===== config.mk =====
export PLATFORM = sky130hd
export DESIGN_NAME = fact_mmio_ctrl
export DESIGN_NICKNAME = d
export VERILOG_FILES = /design/src/rtl/soc_mmio_pkg.sv /design/src/rtl/cycle_timer.sv /design/src/rtl/fact_mmio_ctrl.sv
export SDC_FILE = /design/constraint.sdc
export NUM_CORES = 1
export LEC_CHECK = 0
export CAP_MARGIN = 20
export CORE_ASPECT_RATIO = 0.5
export CORE_MARGIN = 5
export CORE_UTILIZATION = 41
export DETAILED_ROUTE_END_ITERATION = 7
export GPL_ROUTABILITY_DRIVEN = 1
export PLACE_DENSITY = 0.86
export SETUP_SLACK_MARGIN = 0.02
export SYNTH_ARGS = -nofsm -noshare
export SYNTH_HDL_FRONTEND = slang
export SYNTH_SLANG_ARGS = --single-unit
export TNS_END_PERCENT = 10

===== constraint.sdc =====
create_clock -name clk -period 4.3 [get_ports clk]
set_input_delay 0.86 -clock clk [delete_from_list [all_inputs] [get_ports clk]]
set_output_delay 0.86 -clock clk [all_outputs]
set_load 0.05 [all_outputs]

===== src/rtl/soc_mmio_pkg.sv =====
// soc_mmio_pkg: SoC peripheral address map, factorial-controller register offsets, FSM encoding and STATUS layout.
package soc_mmio_pkg;

  localparam logic [31:0] DMEM_BASE = 32'h0000_0000;
  localparam logic [31:0] GPIO_BASE = 32'h0000_0700;
  localparam logic [31:0] FACT_BASE = 32'h0000_0800;

  localparam logic [1:0] OFF_N      = 2'd0;
  localparam logic [1:0] OFF_CTRL   = 2'd1;
  localparam logic [1:0] OFF_STATUS = 2'd2;
  localparam logic [1:0] OFF_RESULT = 2'd3;

  localparam logic [1:0] S_IDLE  = 2'd0;
  localparam logic [1:0] S_START = 2'd1;
  localparam logic [1:0] S_WAIT  = 2'd2;
  localparam logic [1:0] S_DONE  = 2'd3;

  localparam int ST_DONE    = 0;
  localparam int ST_ERR     = 1;
  localparam int ST_TIMEOUT = 2;

  typedef struct packed {
    logic timeout;
    logic err;
    logic done;
  } status_t;

  // Every peripheral owns a 16-byte window.
  function automatic logic win_hit(input logic [31:0] a, input logic [31:0] base);
    return a[31:4] == base[31:4];
  endfunction

endpackage


===== src/rtl/cycle_timer.sv =====
// cycle_timer: clearable, enabled up-counter flagging the last cycle of a LIMIT-cycle window.
module cycle_timer #(
  parameter int LIMIT = 64
) (
  input  logic clk,
  input  logic reset_n,
  input  logic clear,
  input  logic en,
  output logic tc
);

  localparam int W = $clog2(LIMIT);

  logic [W-1:0] count;

  always_ff @(posedge clk or negedge reset_n) begin
    if (!reset_n) count <= '0;
    else if (clear) count <= '0;
    else if (en) count <= count + W'(1);
  end

  assign tc = count == W'(LIMIT - 1);

endmodule


===== src/rtl/fact_mmio_ctrl.sv =====
// fact_mmio_ctrl: MMIO sequencer for the factorial accelerator (N/CTRL/STATUS/RESULT, start pulse, timeout).
// Optional FACT_IRQ_EN adds CTRL.irq_en, a level irq output and write-1-to-clear of STATUS.done.
module fact_mmio_ctrl
  import soc_mmio_pkg::*;
#(
  parameter logic [31:0] BASE_ADDR      = FACT_BASE,
  parameter int          N_WIDTH        = 4,
  parameter int          TIMEOUT_CYCLES = 64
) (
  input  logic               clk,
  input  logic               reset_n,
  input  logic [31:0]        addr,
  input  logic               memwrite,
  input  logic [31:0]        writedata,
  output logic               rd_hit,
  output logic [31:0]        rdata,
  output logic [N_WIDTH-1:0] fact_n,
  output logic               fact_start,
  input  logic               fact_done,
  input  logic               fact_err,
  input  logic [31:0]        fact_result
`ifdef FACT_IRQ_EN
  ,
  output logic               irq
`endif
);

  logic [1:0]         state;
  logic [N_WIDTH-1:0] n_reg;
  logic [31:0]        result;
  status_t            st;
  logic [1:0]         off;
  logic               wr, busy, go, tc, irq_en;
  logic               unused_bits;

  assign off         = addr[3:2];
  assign rd_hit      = win_hit(addr, BASE_ADDR);
  assign wr          = memwrite & rd_hit;
  assign busy        = state == S_START || state == S_WAIT;
  assign go          = wr && off == OFF_CTRL && writedata[0] && !busy;
  assign fact_start  = state == S_START;
  assign unused_bits = ^{writedata, addr[1:0]};

  cycle_timer #(.LIMIT(TIMEOUT_CYCLES)) u_timer (
    .clk    (clk),
    .reset_n(reset_n),
    .clear  (fact_start),
    .en     (state == S_WAIT),
    .tc     (tc)
  );

`ifdef FACT_IRQ_EN
  logic st_clr;
  assign st_clr = wr && off == OFF_STATUS && writedata[0];
  assign irq    = st.done & irq_en;

  always_ff @(posedge clk or negedge reset_n) begin
    if (!reset_n) irq_en <= 1'b0;
    else if (wr && off == OFF_CTRL) irq_en <= writedata[1];
  end
`else
  logic st_clr;
  assign st_clr = 1'b0;
  assign irq_en = 1'b0;
`endif

  always_comb begin
    rdata = !rd_hit ? 32'd0 :
            off == OFF_N      ? 32'(n_reg) :
            off == OFF_CTRL   ? {30'd0, irq_en, busy} :
            off == OFF_STATUS ? {29'd0, st} : result;
  end

  always_ff @(posedge clk or negedge reset_n) begin
    if (!reset_n) begin
      state  <= S_IDLE;
      n_reg  <= '0;
      result <= '0;
      st     <= '0;
      fact_n <= '0;
    end else begin
      if (wr && off == OFF_N && !busy) n_reg <= writedata[N_WIDTH-1:0];
      if (st_clr) st.done <= 1'b0;
      case (state)
        S_IDLE, S_DONE: if (go) begin
          state  <= S_START;
          st     <= '0;
          fact_n <= n_reg;
        end
        S_START: state <= S_WAIT;
        S_WAIT: begin
          // A completion landing on the terminal count takes priority over the timeout.
          if (fact_done) begin
            result <= fact_result;
            st     <= '{timeout: 1'b0, err: fact_err, done: 1'b1};
            state  <= S_DONE;
          end else if (tc) begin
            result <= '0;
            st     <= '{timeout: 1'b1, err: 1'b0, done: 1'b1};
            state  <= S_DONE;
          end
        end
        default: state <= S_IDLE;
      endcase
    end
  end

endmodule


==> metrics.csv <==
stage,metric,value,unit
run_status,outcome,"complete, no violations",
clock_tree,htreeDepth,2,
sta,max_slew_margin,42.0,%
grt,first_global_vias,2302,
die,core,0.00561,mm²
die,die_h,64.4,µm
placed_design,dp_hpwl,5.25,mm
routing,drt_first_iter_violations,140,
worst_hold_path,hp-class,register to register,
synthesis,syn_area_per_cell,10.9,µm²
clock_tree,cts_buffers,5,
routing,drt-total-wl,7.12,mm
routing,vias_per_cell,5.36,
critical_path,path_class,input pin to output port,
sta,finalCriticalPeriod,3940,ps
final_layout,largest_register_ff_count,32,
critical_path,cpPeakStageDelay,490,ps
die,row_count,19,
final_layout,layout.nets,430,
power_and_ir_drop,powerDensity,240,mW/mm²
sta,finalMaxSlewViolations,0,
clock_tree,clock_sink_count,51,
final_layout,drive_gt1_share,17.2,%
critical_path,cp.buffers_inverters,2,
final_layout,area_delta_synth_final,63.7,%
critical_path,crit_arrival,3080,ps
job,drv_cap,0,
synthesis,ys_types,37,
synthesis,yosysWarnings,0,
sta,tightest_slew,862,ps
die,die_width,119,µm
critical_path,cp-start-kind,input pin,
sta,finalCritPeriodShare,91.6,%
critical_path,crit_path_end_kind,output port,
worst_hold_path,hp-start,fact_n[3],
synthesis,synthesis.area,0.00243,mm²
synthesis,syn_nets,327,
critical_path,worstPathRequired,3440,ps
critical_path,cp_max_fo,28,
die,ios,139,
grt,grt_max_degree,52,
critical_path,crit_start,addr[5],
routing,vias,2134,
grt,grt.overflow.total,0,
critical_path,path_depth,7,
clock_tree,cts_setup_buffers,0,
sta,rsz0062_at_grt,false,
grt,grt_usage,19.3,%
clock_tree,cts_hold_buf,0,
placed_design,place.gp.congestion,0.840,
clock_tree,clock-root-buffer,clkbuf_16,
sta,finalClockSkew,7.35,ps
routing,first_pass_iters,4,
critical_path,cp_top_family,simple AND/OR/NAND/NOR gates,
routing,avgRoutedWirePerCell,17.9,µm
clock_tree,cts-resized-gates,0,
final_layout,final_common_cell,clkdlybuf4s50_1,
synthesis,synth_cells,222,
clock_tree,clkLatencyLatePin,290,ps
sta,hold_viol_final,0,
placed_design,pre_cts_slack,337,ps
routing,ant_nets,0,
placed_design,io_buffers,108,
routing,route.detailed.drc,0,
clock_tree,clock_path_buffers,2,
final_layout,regMostFlops,result,
grt,grt_first_pass_wirelength,11.8,mm
critical_path,ff2ff_path_depth,6,
sta,setup_viol,0,
grt,antenna_found_initial,0,
power_and_ir_drop,peakVddDrop,0.147,mV
synthesis,yosys_register_bits,51,
synthesis,synth-seq-area-share,52.6,%
critical_path,crit_chain,clkdlybuf4s50_1 -> nor4b_1 -> nand4_1 -> or2_1 -> nor2_4 -> and2_1 -> buf_12,
final_layout,diodes,0,
clock_tree,path_clk_slew,70,ps
critical_path,r2r_start,state[0],
sta,setup_ws,360,ps
final_layout,final_cell_mix,"clkdlybuf4s50_1 (74), dfrtp_1 (51), a22o_1 (33)",
die,die_area,0.00765,mm²
power_and_ir_drop,leakage,1.79,nW
critical_path,critical_path.slowest_cell,nor2_4,
sta,fin_setup_tns,0,ps
clock_tree,cts_tree,done,
die,initial_utilization,43.2,%
worst_hold_path,worstHoldPathCells,2,
sta,fmax,254,MHz
final_layout,reg_top3,"result: 32 flops, u_timer.count: 6 flops",
==> stage by stage <==
step                      power [mW]  hold WS [ps]  std cells  instance area [µm²]  utilization, %
final                          0.954           481        398                 3970            70.8
after global routing           0.991           504        398                 3970            70.8
after CTS                      0.959           482        397                 3950            70.5
after detailed placement       0.572           472        390                 3810            67.9
after global placement         0.570           456        390                 3810            67.9
after floorplan                0.497           456        222                 2430               -
==> tightest hold or removal path, stage by stage, from the launching register on <==
cell and delay, ps:
dfrtp_1 350, nand2_1 50, nand2_1 50
==> cell families (layout without fill, tap and decap cells) <==
kind of cell,after synthesis,after routing,synth area share [%]
buf+inv,20,123,3.71
xor+xnor,2,2,0.722
simple gates,83,83,19.3
flops,51,51,52.6
mux,11,11,4.95
compound gates,51,51,16.7
fa+ha+maj,4,4,2.06
==> synthesized netlist by cell type <==
| cell type | number | area (µm²) |
|---|---|---|
| buf_2 | 3 | 15.0 |
| nor2_1 | 11 | 41.3 |
| nand4b_1 | 1 | 8.76 |
| a22oi_1 | 2 | 15.0 |
| mux2i_1 | 3 | 30.0 |
| ha_1 | 4 | 50.1 |
| and2_1 | 29 | 181 |
| nor4b_1 | 1 | 8.76 |
| nand3_1 | 3 | 15.0 |
| o22a_1 | 2 | 17.5 |
| or4_1 | 1 | 7.51 |
| xor2_1 | 1 | 8.76 |
| a21oi_2 | 1 | 8.76 |
| o21ai_0 | 6 | 30.0 |
| xnor2_1 | 1 | 8.76 |
| and3_1 | 2 | 12.5 |
| nor2b_1 | 2 | 12.5 |
| o21ai_1 | 1 | 5.00 |
| nand4_1 | 1 | 6.26 |
| buf_4 | 1 | 7.51 |
| nor4_4 | 1 | 21.3 |
| a21oi_1 | 4 | 20.0 |
| inv_1 | 5 | 18.8 |
| clkbuf_1 | 9 | 33.8 |
| or2_1 | 1 | 6.26 |
| a32o_1 | 1 | 10.0 |
| buf_6 | 1 | 11.3 |
| dfrtp_1 | 51 | 1280 |
| nand2_1 | 20 | 75.1 |
| nand2b_1 | 1 | 6.26 |
| and4b_1 | 1 | 10.0 |
| a22o_1 | 33 | 289 |
| nor2_4 | 1 | 11.3 |
| a211o_1 | 1 | 8.76 |
| nor4_1 | 7 | 43.8 |
| buf_1 | 1 | 3.75 |
| mux2_2 | 8 | 90.1 |
==> power breakdown <==
part           internal, mW  leakage [nW]  switching (mW)  total (mW)
clock network         0.227        0.0727           0.163       0.390
registers             0.480         0.702   0.00000000913       0.480
logic                0.0594          1.01          0.0249      0.0843
==> per-layer routing <==
layer  vias up  part of all wire, %  routed length, µm  GRT usage (%)
met5         -                    0                  0              0
met4         0                  2.7                190           7.65
met3        18                  4.7                338           4.49
met2        68                   52               3700           34.2
met1      1051                   41               2890           23.0
li1        997                    -                  -              -
==> final timing paths <==
kind	end	slack, ps
max	rdata[29]	360
min	fact_n[3]	480
max reg2reg	st[2]	1770
min reg2reg	fact_n[3]	480
max in group asynchronous	u_timer.count[4]	3210
min in group asynchronous	result[7]	550
==> final cells by class <==
cell class	instances	area, µm²
inverters	5	18.8
multi-input cells	151	1060
fillers	377	1640
clock inverters	1	5.00
repair buffers	111	1380
well taps	73	91.3
flip-flops and latches	51	1280
clock buffers	6	139
Note: power is estimated with default switching activity, not from simulation.
